**config.mk**
```make
export PLATFORM = sky130hd
export DESIGN_NAME = pipe_reg_chain
export DESIGN_NICKNAME = d
export VERILOG_FILES = /design/src/rtl/pipe_pkg.sv /design/src/rtl/pipe_stage.sv /design/src/rtl/pipe_reg_chain.sv
export SDC_FILE = /design/constraint.sdc
export NUM_CORES = 1
export LEC_CHECK = 0
export ABC_AREA = 1
export BUFFER_PORTS_ARGS = -buffer_cell sky130_fd_sc_hd__buf_2
export CAP_MARGIN = 20
export CORE_MARGIN = 2
export CORE_UTILIZATION = 62
export CTS_BUF_LIST = sky130_fd_sc_hd__clkbuf_8
export DETAILED_ROUTE_END_ITERATION = 16
export GPL_ROUTABILITY_DRIVEN = 1
export GPL_TIMING_DRIVEN = 0
export MAX_ROUTING_LAYER = met4
export PLACE_DENSITY = 0.84
export SLEW_MARGIN = 15
export SYNTH_ARGS = -nofsm -noshare
export SYNTH_HDL_FRONTEND = slang
export SYNTH_SLANG_ARGS = --single-unit
export TNS_END_PERCENT = 5
```
**constraint.sdc**
```tcl
create_clock -name clk -period 5.32 [get_ports clk]
set_input_delay 0 -clock clk [delete_from_list [all_inputs] [get_ports clk]]
set_output_delay 0 -clock clk [all_outputs]
set_load 0.1 [all_outputs]
```
**src/rtl/pipe_pkg.sv**
```systemverilog
// rtl/pipe_pkg.sv - shared limits, occupancy width helper and named bus widths for register chains
package pipe_pkg;

   localparam int MAX_STAGES = 16;

   localparam int IF_ID_W   = 62;
   localparam int ID_EXE_W  = 184;
   localparam int EXE_MEM_W = 80;
   localparam int MEM_WB_W  = 43;

   typedef logic [IF_ID_W-1:0]   if_id_bus_t;
   typedef logic [ID_EXE_W-1:0]  id_exe_bus_t;
   typedef logic [EXE_MEM_W-1:0] exe_mem_bus_t;
   typedef logic [MEM_WB_W-1:0]  mem_wb_bus_t;

   // Two extra codes: a full chain plus the optional skid entry.
   function automatic int occ_width(input int stages);
      return $clog2(stages + 2);
   endfunction

endpackage

```
**src/rtl/pipe_stage.sv**
```systemverilog
// rtl/pipe_stage.sv - one valid+payload slot of the register chain with its load/flush next-state logic
module pipe_stage #(
   parameter int WIDTH = 64
) (
   input  logic             clk_i,
   input  logic             rst_i,
   input  logic             in_valid_i,
   input  logic [WIDTH-1:0] in_data_i,
   input  logic             flush_i,
   input  logic             ready_i,
   output logic             valid_o,
   output logic             valid_d_o,
   output logic             fwd_valid_o,
   output logic [WIDTH-1:0] data_o
);

   logic             valid_q, valid_d;
   logic [WIDTH-1:0] data_q, data_d;

   // in_valid_i is already masked by the upstream stage's flush, so a squashed
   // item never lands here while an item entering this cycle survives flush_i.
   always_comb begin
      valid_d = valid_q & !flush_i;
      data_d  = data_q;
      if (ready_i) begin
         valid_d = in_valid_i;
         data_d  = in_data_i;
      end
   end

   always_ff @(posedge clk_i or posedge rst_i) begin
      if (rst_i) valid_q <= 1'b0;
      else       valid_q <= valid_d;
   end

   always_ff @(posedge clk_i) begin
      data_q <= data_d;
   end

   assign valid_o     = valid_q;
   assign valid_d_o   = valid_d;
   assign fwd_valid_o = valid_q & !flush_i;
   assign data_o      = data_q;

endmodule

```
**src/rtl/pipe_reg_chain.sv**
```systemverilog
// rtl/pipe_reg_chain.sv - N-stage valid/ready register chain with bubble collapsing and flush; PIPE_SKID_EN adds an input skid entry
module pipe_reg_chain
   import pipe_pkg::*;
#(
   parameter int STAGES = 4,
   parameter int WIDTH  = 64,
   parameter int OCC_W  = occ_width(STAGES)
) (
   input  logic              clk,
   input  logic              reset,
   input  logic              in_valid,
   output logic              in_ready,
   input  logic [WIDTH-1:0]  in_data,
   output logic              out_valid,
   input  logic              out_ready,
   output logic [WIDTH-1:0]  out_data,
   input  logic [STAGES-1:0] flush,
   output logic [OCC_W-1:0]  occupancy
);

   logic [STAGES:0]            ready;
   logic [STAGES-1:0]          stage_valid;
   logic [STAGES-1:0]          stage_valid_d;
   logic [STAGES:0]            link_valid;
   logic [STAGES:0][WIDTH-1:0] link_data;
   logic                       src_valid;
   logic [WIDTH-1:0]           src_data;
   logic                       skid_count;
   logic [OCC_W-1:0]           occ_q, occ_d;

   // Empty or flushed slots always accept, which is what closes bubbles under backpressure.
   always_comb begin
      ready[STAGES] = out_ready;
      for (int i = STAGES - 1; i >= 0; i--) begin
         ready[i] = !stage_valid[i] | flush[i] | ready[i+1];
      end
   end

   assign link_valid[0] = src_valid;
   assign link_data[0]  = src_data;

   for (genvar i = 0; i < STAGES; i++) begin : g_stage
      pipe_stage #(
         .WIDTH(WIDTH)
      ) u_stage (
         .clk_i      (clk),
         .rst_i      (reset),
         .in_valid_i (link_valid[i]),
         .in_data_i  (link_data[i]),
         .flush_i    (flush[i]),
         .ready_i    (ready[i]),
         .valid_o    (stage_valid[i]),
         .valid_d_o  (stage_valid_d[i]),
         .fwd_valid_o(link_valid[i+1]),
         .data_o     (link_data[i+1])
      );
   end

`ifdef PIPE_SKID_EN
   logic             skid_valid_q, skid_valid_d;
   logic [WIDTH-1:0] skid_data_q, skid_data_d;

   assign in_ready   = !skid_valid_q;
   assign skid_count = skid_valid_d;

   // A held skid item is older than any new input, so it feeds stage 0 first.
   always_comb begin
      skid_valid_d = skid_valid_q;
      skid_data_d  = skid_data_q;
      src_valid    = in_valid;
      src_data     = in_data;
      if (skid_valid_q) begin
         src_valid = !flush[0];
         src_data  = skid_data_q;
         if (ready[0]) skid_valid_d = 1'b0;
      end else if (in_valid && !ready[0]) begin
         skid_valid_d = 1'b1;
         skid_data_d  = in_data;
      end
   end

   always_ff @(posedge clk or posedge reset) begin
      if (reset) skid_valid_q <= 1'b0;
      else       skid_valid_q <= skid_valid_d;
   end

   always_ff @(posedge clk) begin
      skid_data_q <= skid_data_d;
   end
`else
   assign in_ready   = ready[0];
   assign src_valid  = in_valid;
   assign src_data   = in_data;
   assign skid_count = 1'b0;
`endif

   always_comb begin
      occ_d = OCC_W'(skid_count);
      for (int i = 0; i < STAGES; i++) begin
         occ_d = occ_d + OCC_W'(stage_valid_d[i]);
      end
   end

   always_ff @(posedge clk or posedge reset) begin
      if (reset) occ_q <= '0;
      else       occ_q <= occ_d;
   end

   assign occupancy = occ_q;
   assign out_valid = link_valid[STAGES];
   assign out_data  = link_data[STAGES];

endmodule

```
* After elaboration in Yosys (flattened, before gate mapping)
Cells that the tools add are included.
** Word-level totals
- Register bits after elaboration :: 263
- Input port bits :: 72
- Output and inout port bits :: 69
- Logic and storage cells :: 36
** Operators by class
- $add $sub $neg :: 3
- Multiplexer cells :: 4
- Bitwise gates (word level) :: 12
- Reductions and logical operators :: 8
** Operators with widths (count)
- $logic_not A1 Y1 :: 8
- $or A1 B1 Y1 :: 8
- $and A1 B1 Y1 :: 4
- $mux W1 :: 4
- $add A2 B1 Y3 :: 1
- $add A3 B1 Y3 :: 1
- $add A1 B1 Y2 :: 1

* Longest topological paths before layout
Gate-level depths: netlist (run 1).
- Depth after elaboration :: 10
- Mapped depth :: 10
- Gate-level depth less buffers :: 10

* By module
From an unflattened synthesis (run 1), not the netlist that was laid out.
** Unflattened totals
- Cell total of the unflattened synthesis :: 317
- Area, all modules :: 8120.3 µm²
** By module, submodules not included
- pipe_stage :: times used 4, cells each 73, area an instance 1978.1 µm², sequential area each 1946.9 µm²
- pipe_reg_chain :: times used 1, cells each 25, area an instance 207.7 µm², sequential area each 75.1 µm²

* Worst setup path after synthesis (run 1)
No wires, ideal clock.
- Path kind :: flip-flop to flip-flop
- From :: register g_stage[2].u_stage.valid_q
- To :: register occ_q[1] (netlist: occupancy[1])
- Library setup time :: 0.126 ns
- Arrival :: 3.696 ns
- Required time :: 5.194 ns
- Slack :: 1.498 ns
- Cell stages (with the launch flop) :: 10
- Buffers on the path :: 0
- Clock period less this slack :: 3.822 ns
- Path through :: dfrtp_1 > inv_1 > nor2_2 > nand4_2 > nand2_2 > inv_2 > fa_1 > inv_1 > ha_1 > ha_1
** On the way
- Cells in the longest elaborated chain, start to end :: 9
- Elaborated cells between the ends (all ways) :: 13
- Those cells by class :: add/sub (3); mux (4); bitwise (5); reduce/logical (1)
** RTL lines
- start, declared :: line pipe_stage.sv:17 : logic valid_q, valid_d;
- start signal, assigned :: line pipe_stage.sv:33 : else valid_q <= valid_d;
- $logic_not A1 Y1 :: line pipe_reg_chain.sv:35 : ready[i] = !stage_valid[i] | flush[i] | ready[i+1];
- $or A1 B1 Y1 (4 in series) :: line pipe_reg_chain.sv:35
- named net in_ready :: line pipe_reg_chain.sv:12 : output logic in_ready,
- $mux W1 :: line pipe_stage.sv:25 : if (ready_i) begin
- named net g_stage[0].u_stage.valid_d_o :: line pipe_stage.sv:12 : output logic valid_d_o,
- $add A1 B1 Y2 :: line pipe_reg_chain.sv:100 : occ_d = occ_d + OCC_W'(stage_valid_d[i]);
- $add A2 B1 Y3 :: line pipe_reg_chain.sv:100
- $add A3 B1 Y3 :: line pipe_reg_chain.sv:100
- named net occ_d[1] :: line pipe_reg_chain.sv:29 : logic [OCC_W-1:0] occ_q, occ_d;
- end signal, assigned :: line pipe_reg_chain.sv:105 : if (reset) occ_q <= '0;
- end signal, assigned :: line pipe_reg_chain.sv:106 : else occ_q <= occ_d;
- end, declared :: line pipe_reg_chain.sv:29
The timed path passes the listed nets, and every way through them passes these cells.
A chain may end at the register's enable or synchronous reset.

* Worst setup path after layout (run 1)
- From :: register g_stage[2].u_stage.valid_q
- To :: register occ_q[1] (netlist: occupancy[1])
** On the way
- Cells in the longest elaborated chain, start to end :: 9
- Elaborated cells between the ends (all ways) :: 13
- Those cells by class :: add/sub (3); mux (4); bitwise (5); reduce/logical (1)
** RTL lines (line)
- $logic_not A1 Y1 :: pipe_reg_chain.sv:35
- $or A1 B1 Y1 (4 in series) :: pipe_reg_chain.sv:35
- $mux W1 :: pipe_stage.sv:25
- named net g_stage[0].u_stage.valid_d_o :: pipe_stage.sv:12
- $add A1 B1 Y2 :: pipe_reg_chain.sv:100
- $add A2 B1 Y3 :: pipe_reg_chain.sv:100
- $add A3 B1 Y3 :: pipe_reg_chain.sv:100
- named net occ_d[1] :: pipe_reg_chain.sv:29
The timed path passes the listed nets, and every way through them passes these cells.

==> Implementation_results.wiki, run 1 <==
{| class="wikitable"
! Metric !! Value
|-
| Pin count of the biggest net entering global routing || 66
|-
| Starting utilization of the core area || 0.6374
|-
| Depth of the critical timing path with buffers and inverters included || 10
|-
| Wire length reported by the detailed router || 13.20 mm
|-
| Starting DRC count in detailed routing || 185
|-
| Cell chosen for the clock root || clkbuf_8
|-
| Total number of clock tree sinks || 263
|-
| Proportion of power drawn by combinational gates || 0.086
|-
| Cell area power density || 397.4 mW/mm^2
|-
| 1st-pass router iterations || 6
|-
| Fraction of the mapped netlist area in compound gates || 0.001711
|-
| Post-detail-place hpwl || 6.646 mm
|-
| Final weighted congestion of routability-driven global placement || 0.7215
|-
| Met2 layer wire length in the routed design || 7.029 mm
|-
| Total CTS buffers || 38
|-
| Vias in the first global route || 3829
|-
| Drt via density || 4.769
|-
| Width of the chip || 117.9 um
|-
| Synthesized Nets || 367
|-
| Total negative setup slack || 0 ps
|-
| Uppermost layer routed || met4
|-
| Switching power share of the total || 0.2402
|-
| Worst path arrival time || 3500 ps
|-
| Synth warn || 0
|-
| Critical path class || flop to flop
|-
| Total of cells resized after clock tree synthesis || 0
|-
| Post-placement worst setup slack || 2317 ps
|-
| Setup Skew || 16.57 ps
|-
| Chip height || 117.9 um
|-
| PortBufs || 140
|-
| Chain of cells forming the critical path || inv_1 > nor2_2 > nand4_4 > buf_12 > nand2_2 > inv_2 > fa_1 > inv_1 > ha_1 > ha_1
|-
| Sequential share of power || 0.584
|-
| Final worst path period need || 3125 ps
|-
| Share of the yosys chip area belonging to registers || 0.9774
|-
| Hold/Removal Path Class || primary input to flop
|-
| Number of vias after detailed routing || 3548
|-
| Max-slew violation count || 0
|-
| Met1 wire length || 4.967 mm
|-
| Clock tree from TritonCTS || yes
|-
| Std cell rows || 41
|-
| Share of cells above drive strength 1 || 0.3468
|-
| Cell Area, Synth || 0.008044 mm^2
|-
| Register-to-Register Path Depth || 10
|-
| Total length of routed met3 wires || 840 um
|-
| Initial antenna violation count || 0
|-
| Hold Path Stages || 2
|-
| Outcome || completed
|-
| Minimum setup slack in the final design || 2195 ps
|-
| XOR/XNOR share of the synthesized area || 0
|-
| Capturing element type of the critical path || flop
|-
| Launching element type of the critical path || flop
|-
| I/O pins || 141
|-
| Wirelength per Cell || 17.74 um
|-
| Cell with the largest stage delay on the worst path || nand4_4
|-
| Buffers inserted by post-CTS timing repair || 0
|-
| Worst-skew pair later-pin latency || 500 ps
|-
| Worst Tran Pin Value || 807.1 ps
|-
| Total overflow reported by the global router || 0
|-
| Multiplexer fraction of the synthesized cell area || 0
|-
| Tot GR Track Use || 0.2036
|-
| Hold Fails Final Rpt || 0
|-
| Critical path peak fanout || 37
|-
| Antenna viol nets, final || 0
|-
| Dominant combinational cell family by area after synthesis || simple AND/OR/NAND/NOR gates
|-
| Total Nets Final || 620
|-
| Endpoint required time on the critical path || 5700 ps
|-
| Cell type with the highest aggregate area in the netlist || edfxtp_1
|-
| DRC || 0
|-
| First-pass GRT wire length || 20.28 mm
|-
| Leading cell types by total area after synthesis || edfxtp_1 (96%), dfrtp_1 (2.2%), inv_1 (0.61%), ha_1 (0.31%), fa_1 (0.25%)
|-
| Largest stage delay on the critical path || 630 ps
|-
| Total number of H-tree levels || 2
|-
| Unrepaired setup endpoints after global routing || no
|-
| Mean post-synth cell area || 27.55 um^2
|-
| Clock Power Share || 0.330
|-
| Peak clock frequency supported by timing || 320.0 MHz
|-
| Post-synth cell types || 15
|-
| Arithmetic-cell share of the synthesized area counting full adders, half adders and majority gates || 0.005600
|-
| Layout-stage area growth over the synthesis result || 29.24%
|-
| Clock transition time at the flip-flop clock pins of the worst setup and hold paths || 70 ps
|-
| Flops & latches, synth || 263
|-
| Buffering stage count on the worst path with inverters included || 4
|-
| Area fraction in and, or, nand and nor cells after synthesis || 0.008711
|-
| Share of the clock period used by the worst path || 0.5875
|-
| Worst IR Drop VDD || 0.3735 mV
|-
| Area of the core region || 0.01262 mm^2
|-
| Number of max-cap violations || 0
|-
| Synth Instances || 292
|-
| Net switching power figure || 0.9923 mW
|-
| Internal Pwr Total || 3.139 mW
|-
| Share of the synthesized area in the top cell type || 0.9557
|-
| Clock Tree Buf Depth || 3
|-
| Area of the die || 0.01390 mm^2
|-
| Worst-case headroom to the max-slew limit || 0.4619
|-
| Top delay family on crit path || simple AND/OR/NAND/NOR gates
|-
| Finish-stage setup viols || 0
|-
| Hold buffer count at CTS || 70
|-
| Leakage power of the design || 4.205 nW
|}
## synth_stat cells (all sizes together)
cell,n
nand3,1
nand2,4
o21ai,2
ha,2
fa,1
inv,14
nand4,1
nor2,4
dfrtp,7
edfxtp,256
## per-layer routing
layer / up-vias / track usage
li1: 1663 / -
met1: 1691 / 0.2390
met2: 163 / 0.3423
met3: 31 / 0.04651
met4: 0 / 0.08735
met5: - / -
## area by class of cell
type                            instances  area [um^2]
Antenna cell                            1        2.502
Multi-Input combinational cell         15        152.6
Inverter                               14        55.05
Fill cell                             599         2223
Clock inverter                         27        110.1
Tap cell                              172        215.2
Timing Repair Buffer                  213         1461
Sequential cell                       263         7863
Clock buffer                           39        536.8
## worst paths after layout
path                                          startpoint                             to  slack, ps
max                           g_stage[2].u_stage.valid_o                   occupancy[1]       2190
min                                          in_data[53]  g_stage[0].u_stage.data_o[53]        200
max reg2reg                   g_stage[2].u_stage.valid_o                   occupancy[1]       2190
min reg2reg                g_stage[2].u_stage.data_o[19]  g_stage[3].u_stage.data_o[19]        410
max in group asynchronous                          reset     g_stage[2].u_stage.valid_o       4440
min in group asynchronous                          reset     g_stage[3].u_stage.valid_o        600
## registers in the layout (all words and copies together), names as in the netlist
| register | cells |
|---|---|
| g_stage.u_stage.data_o | 256 |
| occupancy | 3 |
| g_stage.u_stage.valid_o | 4 |
## cell usage in the layout, fill, tap and decap left out, types with 2 or more instances in the layout
| cell | Yosys | routed |
|---|---|---|
| clkinv_2 | 0 | 4 |
| nand2_2 | 2 | 2 |
| dfrtp_1 | 7 | 7 |
| buf_2 | 0 | 140 |
| clkbuf_8 | 0 | 39 |
| inv_1 | 13 | 27 |
| ha_1 | 2 | 2 |
| clkinv_1 | 0 | 7 |
| nor2_2 | 2 | 2 |
| edfxtp_1 | 256 | 256 |
| buf_12 | 0 | 3 |
| dlygate4sd3_1 | 0 | 70 |
## cell families after synthesis
| logic type | after synthesis |
|---|---|
| compound gates | 2 |
| simple gates | 10 |
| fa+ha+maj | 3 |
| flops | 263 |
| buf+inv | 14 |
## per-stage QoR
stage               total power, mW  cell area, um^2  hold slack [ps]  cells    util
CTS                           4.136            10390            180.4    743  0.8236
global route                  4.269            10390            198.6    743  0.8236
finish                        4.132            10400            203.3    744  0.8238
floorplan                     2.692             8044           -196.6    292       -
detailed placement            2.767             9046           -52.64    607  0.7168
global placement              2.753             8960           -77.78    604  0.7100
## power by group through the flow
stage          combinational [mW]  sequential, mW  clock, mW
6_report                    0.355            2.41       1.36
5_1_grt                     0.363            2.42       1.48
4_1_cts                     0.350            2.41       1.37
3_5_place_dp                0.310            2.46          0
3_3_place_gp                0.305            2.45          0
2_1_floorplan              0.0109            2.68          0
(Power assumes the default switching activity.)
==> run 2: changes to the inputs <==
- ABC_AREA: 1 -> 0
- CORE_UTILIZATION: 62 -> 57
- PLACE_DENSITY: 0.84 -> 0.78
- clock period: 5.32 -> 2.9 ns (I/O delays scaled with it)
==> Implementation_results.wiki, run 2 <==
{| class="wikitable"
! Metric !! Value
|-
| Outcome || completed (unchanged)
|-
| Wire length reported by the detailed router || 12.44 mm (was 13.20 mm)
|-
| Flops & latches, synth || 263 (unchanged)
|-
| Worst-skew pair later-pin latency || 510 ps (was 500 ps)
|-
| Clock transition time at the flip-flop clock pins of the worst setup and hold paths || 70 ps (about the same)
|-
| Post-synth cell types || 19 (was 15)
|-
| Number of flip-flops under the largest register name || 256 (unchanged)
|-
| XOR/XNOR share of the synthesized area || 0 (unchanged)
|-
| Worst Tran Pin Value || 826.8 ps (was 807.1 ps)
|-
| Finish-stage setup viols || 0 (unchanged)
|-
| Leading cell type by number of instances after synthesis || edfxtp_1 (unchanged)
|-
| 1st-pass router iterations || 4 (was 6)
|-
| Synth warn || 0 (unchanged)
|-
| Share of cells above drive strength 1 || 0.3526 (was 0.3468)
|-
| Top post-synthesis cells by count || edfxtp_1 (256), dfrtp_1 (7), inv_1 (4), nand2_1 (3) (was edfxtp_1 (256), inv_1 (13), dfrtp_1 (7))
|-
| Peak clock frequency supported by timing || 371.8 MHz
|-
| Total Nets Final || 620 (unchanged)
|-
| I/O pins || 141 (unchanged)
|-
| Cell type with the highest aggregate area in the netlist || edfxtp_1 (unchanged)
|-
| Initial antenna violation count || 0 (unchanged)
|-
| Hold buffer count at CTS || 73 (was 70)
|-
| Start point of the worst min-delay path || in_data[31] (was in_data[53])
|-
| PortBufs || 140 (unchanged)
|-
| Number of vias after detailed routing || 3592 (was 3548)
|-
| Dominant register cell in the synthesized netlist || edfxtp_1 (unchanged)
|-
| Layout-stage area growth over the synthesis result || 31.07% (was 29.24%)
|-
| Max-slew violation count || 0 (unchanged)
|-
| Grt met1 use || 0.2219 (was 0.2390)
|-
| Overall power after layout || 7.925 mW (was 4.132 mW)
|-
| Most frequent cells in the layout || edfxtp_1 (256), buf_2 (140), dlygate4sd3_1 (73) (was edfxtp_1 (256), buf_2 (140), dlygate4sd3_1 (70))
|-
| First-pass GRT wire length || 18.79 mm (was 20.28 mm)
|-
| Area fraction in and, or, nand and nor cells after synthesis || 0.009798 (was 0.008711)
|-
| Worst path arrival time || 2690 ps (was 3500 ps)
|-
| Starting utilization of the core area || 0.5818 (was 0.6374)
|-
| Critical path class || flop to primary output (was flop to flop)
|-
| Final weighted congestion of routability-driven global placement || 0.7166 (was 0.7215)
|-
| Width of the chip || 122.8 um (was 117.9 um)
|-
| Total negative setup slack || 0 ps (unchanged)
|-
| Leakage power of the design || 4.239 nW (was 4.205 nW)
|-
| Share of the clock period used by the worst path || 0.9275
|-
| Fraction of the mapped netlist area in compound gates || 0.004977 (was 0.001711)
|-
| Setup slack, reg-to-reg || 510 ps (was 2190 ps)
|-
| Total overflow reported by the global router || 0 (unchanged)
|-
| Launch instance of the worst register-to-register path || g_stage[3].u_stage.valid_o (was g_stage[2].u_stage.valid_o)
|-
| Worst-case headroom to the max-slew limit || 0.4488 (was 0.4619)
|-
| Total of cells resized after clock tree synthesis || 0 (unchanged)
|-
| Post-detail-place hpwl || 6.605 mm (was 6.646 mm)
|-
| Unrepaired setup endpoints after global routing || no (unchanged)
|-
| Arithmetic-cell share of the synthesized area counting full adders, half adders and majority gates || 0.005599 (was 0.005600)
|-
| Total CTS buffers || 40 (was 38)
|-
| Capturing element type of the critical path || primary output (was flop)
|-
| Hold Path Stages || 2 (unchanged)
|-
| Area of the die || 0.01508 mm^2 (was 0.01390 mm^2)
|-
| Register-to-Register Path Depth || 6 (was 10)
|-
| Diodes inserted || 0 (was 1)
|-
| Total number of clock tree sinks || 263 (unchanged)
|-
| Tot GR Track Use || 0.1750 (was 0.2036)
|-
| Met2 global-route usage || 0.2707 (was 0.3423)
|-
| Share of the yosys chip area belonging to registers || 0.9773 (was 0.9774)
|-
| Buffers inserted by post-CTS timing repair || 0 (unchanged)
|-
| Busiest metal layer after global routing || met2 (unchanged)
|-
| Hold/Removal Path Class || primary input to flop (unchanged)
|-
| Commonest non-fill, non-tap cell in the layout || edfxtp_1 (unchanged)
|-
| Cell area power density || 751.6 mW/mm^2 (was 397.4 mW/mm^2)
|-
| Share of the synthesized area in the top cell type || 0.9555 (was 0.9557)
|-
| DRC || 0 (unchanged)
|-
| Setup Skew || 22.16 ps (was 16.57 ps)
|-
| Worst reg2reg path endpoint || occupancy[1] (unchanged)
|-
| Async set-reset flop share out of synthesis || 0.02662 (unchanged)
|-
| Synthesized Nets || 362 (was 367)
|-
| Pin count of the biggest net entering global routing || 67 (was 66)
|-
| Starting DRC count in detailed routing || 198 (was 185)
|-
| Instance area at placement || 0.009061 mm^2 (was 0.009046 mm^2)
|-
| Drt via density || 4.789 (was 4.769)
|-
| Critical path peak fanout || 35 (was 37)
|-
| Vias in the first global route || 3707 (was 3829)
|-
| Total number of H-tree levels || 2 (unchanged)
|-
| Std cell rows || 43 (was 41)
|-
| Chip height || 122.8 um (was 117.9 um)
|-
| Launching element type of the critical path || flop (unchanged)
|-
| Endpoint required time on the critical path || 2900 ps (was 5700 ps)
|-
| Grt met3 use || 0.04182 (was 0.04651)
|-
| Number of max-cap violations || 0 (unchanged)
|-
| Cell Area, Synth || 0.008045 mm^2 (was 0.008044 mm^2)
|-
| Number of enable flip-flop cells after synthesis || 256 (unchanged)
|-
| Final worst path period need || 2690 ps
|-
| Smallest hold slack || 196.9 ps (was 203.3 ps)
|-
| Worst IR Drop VDD || 0.4865 mV (was 0.3735 mV)
|-
| Area of the core region || 0.01383 mm^2 (was 0.01262 mm^2)
|-
| Hold Fails Final Rpt || 0 (unchanged)
|-
| Multiplexer fraction of the synthesized cell area || 0 (unchanged)
|-
| Post-route standard cell area excluding fillers || 0.01055 mm^2 (was 0.01040 mm^2)
|-
| Synth Instances || 287 (was 292)
|-
| Leading cell types by total area after synthesis || edfxtp_1 (96%), dfrtp_1 (2.2%), ha_1 (0.31%), fa_1 (0.25%), nor3b_4 (0.23%) (was edfxtp_1 (96%), dfrtp_1 (2.2%), inv_1 (0.61%), ha_1 (0.31%), fa_1 (0.25%))
|-
| Antenna viol nets, final || 0 (unchanged)
|-
| Mean post-synth cell area || 28.03 um^2 (was 27.55 um^2)
|-
| Wirelength per Cell || 16.58 um (was 17.74 um)
|-
| Cell chosen for the clock root || clkbuf_8 (unchanged)
|-
| Dominant combinational cell family by area after synthesis || simple AND/OR/NAND/NOR gates (unchanged)
|-
| Clock Tree Buf Depth || 3 (unchanged)
|-
| End point of the most critical hold path || g_stage[0].u_stage.data_o[31] (was g_stage[0].u_stage.data_o[53])
|-
| Clock tree from TritonCTS || yes (unchanged)
|}
-- run 2: cell types whose count changed in the layout (fill, tap and decap cells not counted), sizes merged, moves of 3 or more --
cell / change
clkinv: +4
inv: -16
nor2: -3
dlygate4sd3: +3
bufinv: +3
-- run 2: layout make-up --
class	instances	area, um^2
fill	733	3282
sequential	263	7863
tap	180	225.2
inverter	5	21.27
clock inverter	26	188.9
timing repair buffer	216	1491
multi-input combinational	19	191.4
clock buffer	41	564.3
-- run 2: worst max path at each step --
stage / from / end / slack (ps) / depth (start not counted)
after global placement: g_stage[3].u_stage.valid_o / g_stage[2].u_stage.data_o[15] / -290 / 2
final: g_stage[3].u_stage.valid_o / in_ready / 210 / 4
after global routing: g_stage[3].u_stage.valid_o / in_ready / 20 / 4
after detailed placement: g_stage[3].u_stage.valid_o / occupancy[1] / 570 / 6
after CTS: g_stage[3].u_stage.valid_o / in_ready / 170 / 4
after floorplan: g_stage[3].u_stage.valid_o / g_stage[0].u_stage.data_o[0] / 130 / 2
-- run 2: logic make-up (layout without fill, tap and decap cells) --
kind of cell,count (synthesis),count (layout)
compound gates,5,5
fa+ha+maj,3,3
flops,263,263
buf+inv,5,288
simple gates,11,11
-- run 2: power by group --
part	leakage (nW)	internal (mW)	switching, mW
clock network	0.417	1.58	1.29
logic	1.02	0.141	0.488
registers	2.80	4.37	0.0534
total	4.24	6.09	1.83
-- run 2: routing by layer --
| layer | vias to the layer above | part of all wire |
|---|---|---|
| li1 | 1679 | - |
| met1 | 1731 | 0.41 |
| met2 | 150 | 0.49 |
| met3 | 32 | 0.070 |
| met4 | 0 | 0.026 |
| met5 | - | 0 |
-- run 2: through the flow --
step | util | std cells | worst slack [ps]
3_5_place_dp | 0.6553 | 610 | 572.3
5_1_grt | 0.7626 | 750 | 22.64
4_1_cts | 0.7626 | 750 | 170.5
3_3_place_gp | 0.6492 | 607 | -293.2
6_report | 0.7626 | 750 | 210.3
2_1_floorplan | - | 287 | 132.0
-- run 2: worst max-delay path, cell delays in order, from the launching register on --
cell     delay (ps)
dfrtp_1         340
nor3b_4         570
nand3_4         560
buf_12          360
buf_2           310
==> run 3: changes to the inputs <==
--- a/config.mk
+++ b/config.mk
@@ -11,3 +11,3 @@
 export CORE_MARGIN = 2
-export CORE_UTILIZATION = 57
+export CORE_UTILIZATION = 52
 export CTS_BUF_LIST = sky130_fd_sc_hd__clkbuf_8
@@ -17,3 +17,3 @@
 export MAX_ROUTING_LAYER = met4
-export PLACE_DENSITY = 0.78
+export PLACE_DENSITY = 0.75
 export SLEW_MARGIN = 15
==> constraint.sdc (replaced) <==
create_clock -name clk -period 2.2 [get_ports clk]
set_input_delay 0.33 -clock clk [delete_from_list [all_inputs] [get_ports clk]]
set_output_delay 0.33 -clock clk [all_outputs]
set_load 0.1 [all_outputs]
==> Implementation_results.wiki, run 3 (synthesis gave the netlist of run 2 again) <==
{| class="wikitable"
! Metric !! Value
|-
| Clock Tree Buf Depth || 3 (unchanged)
|-
| Critical path peak fanout || 9 (was 35)
|-
| Setup Skew || 10.23 ps (was 22.16 ps)
|-
| Wire length reported by the detailed router || 12.09 mm (was 12.44 mm)
|-
| Total CTS buffers || 40 (unchanged)
|-
| Std cell rows || 45 (was 43)
|-
| Share of cells above drive strength 1 || 0.3630 (was 0.3526)
|-
| Cell chosen for the clock root || clkbuf_8 (unchanged)
|-
| Diodes inserted || 0 (unchanged)
|-
| Number of vias after detailed routing || 3528 (was 3592)
|-
| Total number of clock tree sinks || 263 (unchanged)
|-
| Worst path arrival time || 2470 ps (was 2690 ps)
|-
| Initial antenna violation count || 0 (unchanged)
|-
| Termination of the worst setup path || occupancy[1] (was in_ready)
|-
| Share of the clock period used by the worst path || 0.9475
|-
| Most frequent cells in the layout || edfxtp_1 (256), buf_2 (139), dlygate4sd3_1 (64) (was edfxtp_1 (256), buf_2 (140), dlygate4sd3_1 (73))
|-
| Total overflow reported by the global router || 0 (unchanged)
|-
| Total number of H-tree levels || 2 (unchanged)
|-
| Hold Fails Final Rpt || 0 (unchanged)
|-
| Starting DRC count in detailed routing || 172 (was 198)
|-
| Antenna viol nets, final || 0 (unchanged)
|-
| Overall power after layout || 10.07 mW (was 7.925 mW)
|-
| Area of the core region || 0.01515 mm^2 (was 0.01383 mm^2)
|-
| Tot GR Track Use || 0.1535 (was 0.1750)
|-
| Top delay family on crit path || adder cells (was simple AND/OR/NAND/NOR gates)
|-
| Worst Setup SP || g_stage[3].u_stage.valid_o (unchanged)
|-
| Starting utilization of the core area || 0.5312 (was 0.5818)
|-
| Cell seen most often among critical-path stages || ha_1
|-
| Layout-stage area growth over the synthesis result || 29.88% (was 31.07%)
|-
| Buffering stage count on the worst path with inverters included || 2 (unchanged)
|-
| Worst IR Drop VDD || 0.6370 mV (was 0.4865 mV)
|-
| 1st-pass router iterations || 4 (unchanged)
|-
| Critical path class || flop to flop (was flop to primary output)
|-
| Met2 global-route usage || 0.2466 (was 0.2707)
|-
| Grt met3 use || 0.03825 (was 0.04182)
|-
| Cell area power density || 964.0 mW/mm^2 (was 751.6 mW/mm^2)
|-
| Clock tree from TritonCTS || yes (unchanged)
|-
| Chip height || 128.4 um (was 122.8 um)
|-
| Commonest non-fill, non-tap cell in the layout || edfxtp_1 (unchanged)
|-
| Unrepaired setup endpoints after global routing || no (unchanged)
|-
| Number of max-cap violations || 0 (unchanged)
|-
| Worst-case headroom to the max-slew limit || 0.4188 (was 0.4488)
|-
| PortBufs || 140 (unchanged)
|-
| Pin count of the biggest net entering global routing || 67 (unchanged)
|-
| I/O pins || 141 (unchanged)
|-
| Drt via density || 4.704 (was 4.789)
|-
| Post-detail-place hpwl || 6.536 mm (was 6.605 mm)
|-
| Leakage power of the design || 4.196 nW (was 4.239 nW)
|-
| Wirelength per Cell || 16.13 um (was 16.58 um)
|-
| Number of filler instances in the final layout || 900 (was 733)
|-
| Chain of cells forming the critical path || nor3b_4 > buf_6 > a31oi_1 > fa_1 > inv_1 > ha_1 > ha_1 (was nor3b_4 > nand3_4 > buf_12 > buf_2)
|-
| Total negative setup slack || 0 ps (unchanged)
|-
| Hold/Removal Path Class || primary input to flop (unchanged)
|-
| Worst reg2reg path endpoint || occupancy[1] (unchanged)
|-
| Launching element type of the critical path || flop (unchanged)
|-
| First-pass GRT wire length || 18.05 mm (was 18.79 mm)
|-
| DRC || 0 (unchanged)
|-
| Capturing element type of the critical path || flop (was primary output)
|-
| Grt met1 use || 0.1843 (was 0.2219)
|-
| Vias in the first global route || 3677 (was 3707)
|-
| Max-slew violation count || 0 (unchanged)
|-
| Worst Tran Pin Value || 870.8 ps (was 826.8 ps)
|-
| Area of the die || 0.01648 mm^2 (was 0.01508 mm^2)
|-
| Finish-stage setup viols || 0 (unchanged)
|-
| Final worst path period need || 2084 ps
|-
| Setup slack, reg-to-reg || 120 ps (was 510 ps)
|-
| Number of flip-flops under the largest register name || 256 (unchanged)
|-
| Busiest metal layer after global routing || met2 (unchanged)
|-
| Peak clock frequency supported by timing || 479.7 MHz
|-
| Launch instance of the worst register-to-register path || g_stage[3].u_stage.valid_o (unchanged)
|-
| Register-to-Register Path Depth || 7 (was 6)
|-
| Outcome || completed (unchanged)
|-
| Depth of the critical timing path with buffers and inverters included || 7 (was 4)
|-
| Clock transition time at the flip-flop clock pins of the worst setup and hold paths || 60 ps (was 70 ps)
|-
| Cell with the largest stage delay on the worst path || fa_1 (was nor3b_4)
|-
| Width of the chip || 128.4 um (was 122.8 um)
|-
| Worst-skew pair later-pin latency || 500 ps (was 510 ps)
|-
| Largest stage delay on the critical path || 570 ps (about the same)
|-
| Endpoint required time on the critical path || 2580 ps (was 2900 ps)
|-
| Total Nets Final || 618 (was 620)
|-
| Final weighted congestion of routability-driven global placement || 0.7244 (was 0.7166)
|}
==> run 3: per-stage QoR <==
| step | utilization | cells | setup WS (ps) | area [um^2] | hold WS [ps] |
|---|---|---|---|---|---|
| final | 0.6899 | 750 | 115.5 | 10450 | 31.86 |
| after global routing | 0.6899 | 750 | 11.72 | 10450 | 6.021 |
| after CTS | 0.6872 | 746 | 12.68 | 10410 | 5.082 |
| after detailed placement | 0.5976 | 617 | -645.2 | 9051 | 265.7 |
| after global placement | 0.5938 | 615 | -1155 | 8994 | 250.0 |
| after floorplan | - | 287 | -349.5 | 8058 | 133.4 |
==> run 3: metal layers <==
layer	part of all wire	vias to the layer above	routed length [um]
li1	-	1671	-
met1	0.41	1696	5011
met2	0.50	134	6083
met3	0.059	27	710
met4	0.024	0	289
met5	0	-	0
==> run 3: repair_timing <==
action                                 CTS  global route
gates cloned                             2             0
setup endpoints to repair               67            33
hold buffers                            64             0
buffers inserted                         2             4
endpoints found under the hold margin   70             0
pin swaps                                1             0
resized for setup                        5             3
==> run 3: power breakdown <==
part / switching (mW) / internal (mW) / total [mW]
Sequential: 0.0661 / 5.76 / 5.83
Clock: 1.61 / 1.82 / 3.43
Combinational: 0.640 / 0.178 / 0.818
Total: 2.31 / 7.76 / 10.1
==> run 3: area by class of cell <==
class / instances / area (um^2) / share of cell area
clock buffer: 41 / 564.3 / 0.05401
clock inverter: 20 / 105.1 / 0.01006
inverter: 5 / 26.28 / 0.002515
multi-input combinational: 21 / 222.7 / 0.02131
sequential: 263 / 7863 / 0.7525
tap: 188 / 235.2 / 0.02251
timing repair buffer: 212 / 1433 / 0.1371
==> run 3: worst min-delay path by stage <==
stage | start | to | slack [ps] | cells past startpoint
floorplan | reset | g_stage[0].u_stage.valid_o | 130 | 1
global placement | reset | g_stage[1].u_stage.valid_o | 250 | 2
detailed placement | reset | g_stage[1].u_stage.valid_o | 270 | 2
CTS | in_data[17] | g_stage[0].u_stage.data_o[17] | 5 | 1
global route | in_data[17] | g_stage[0].u_stage.data_o[17] | 6 | 1
finish | in_data[17] | g_stage[0].u_stage.data_o[17] | 30 | 1
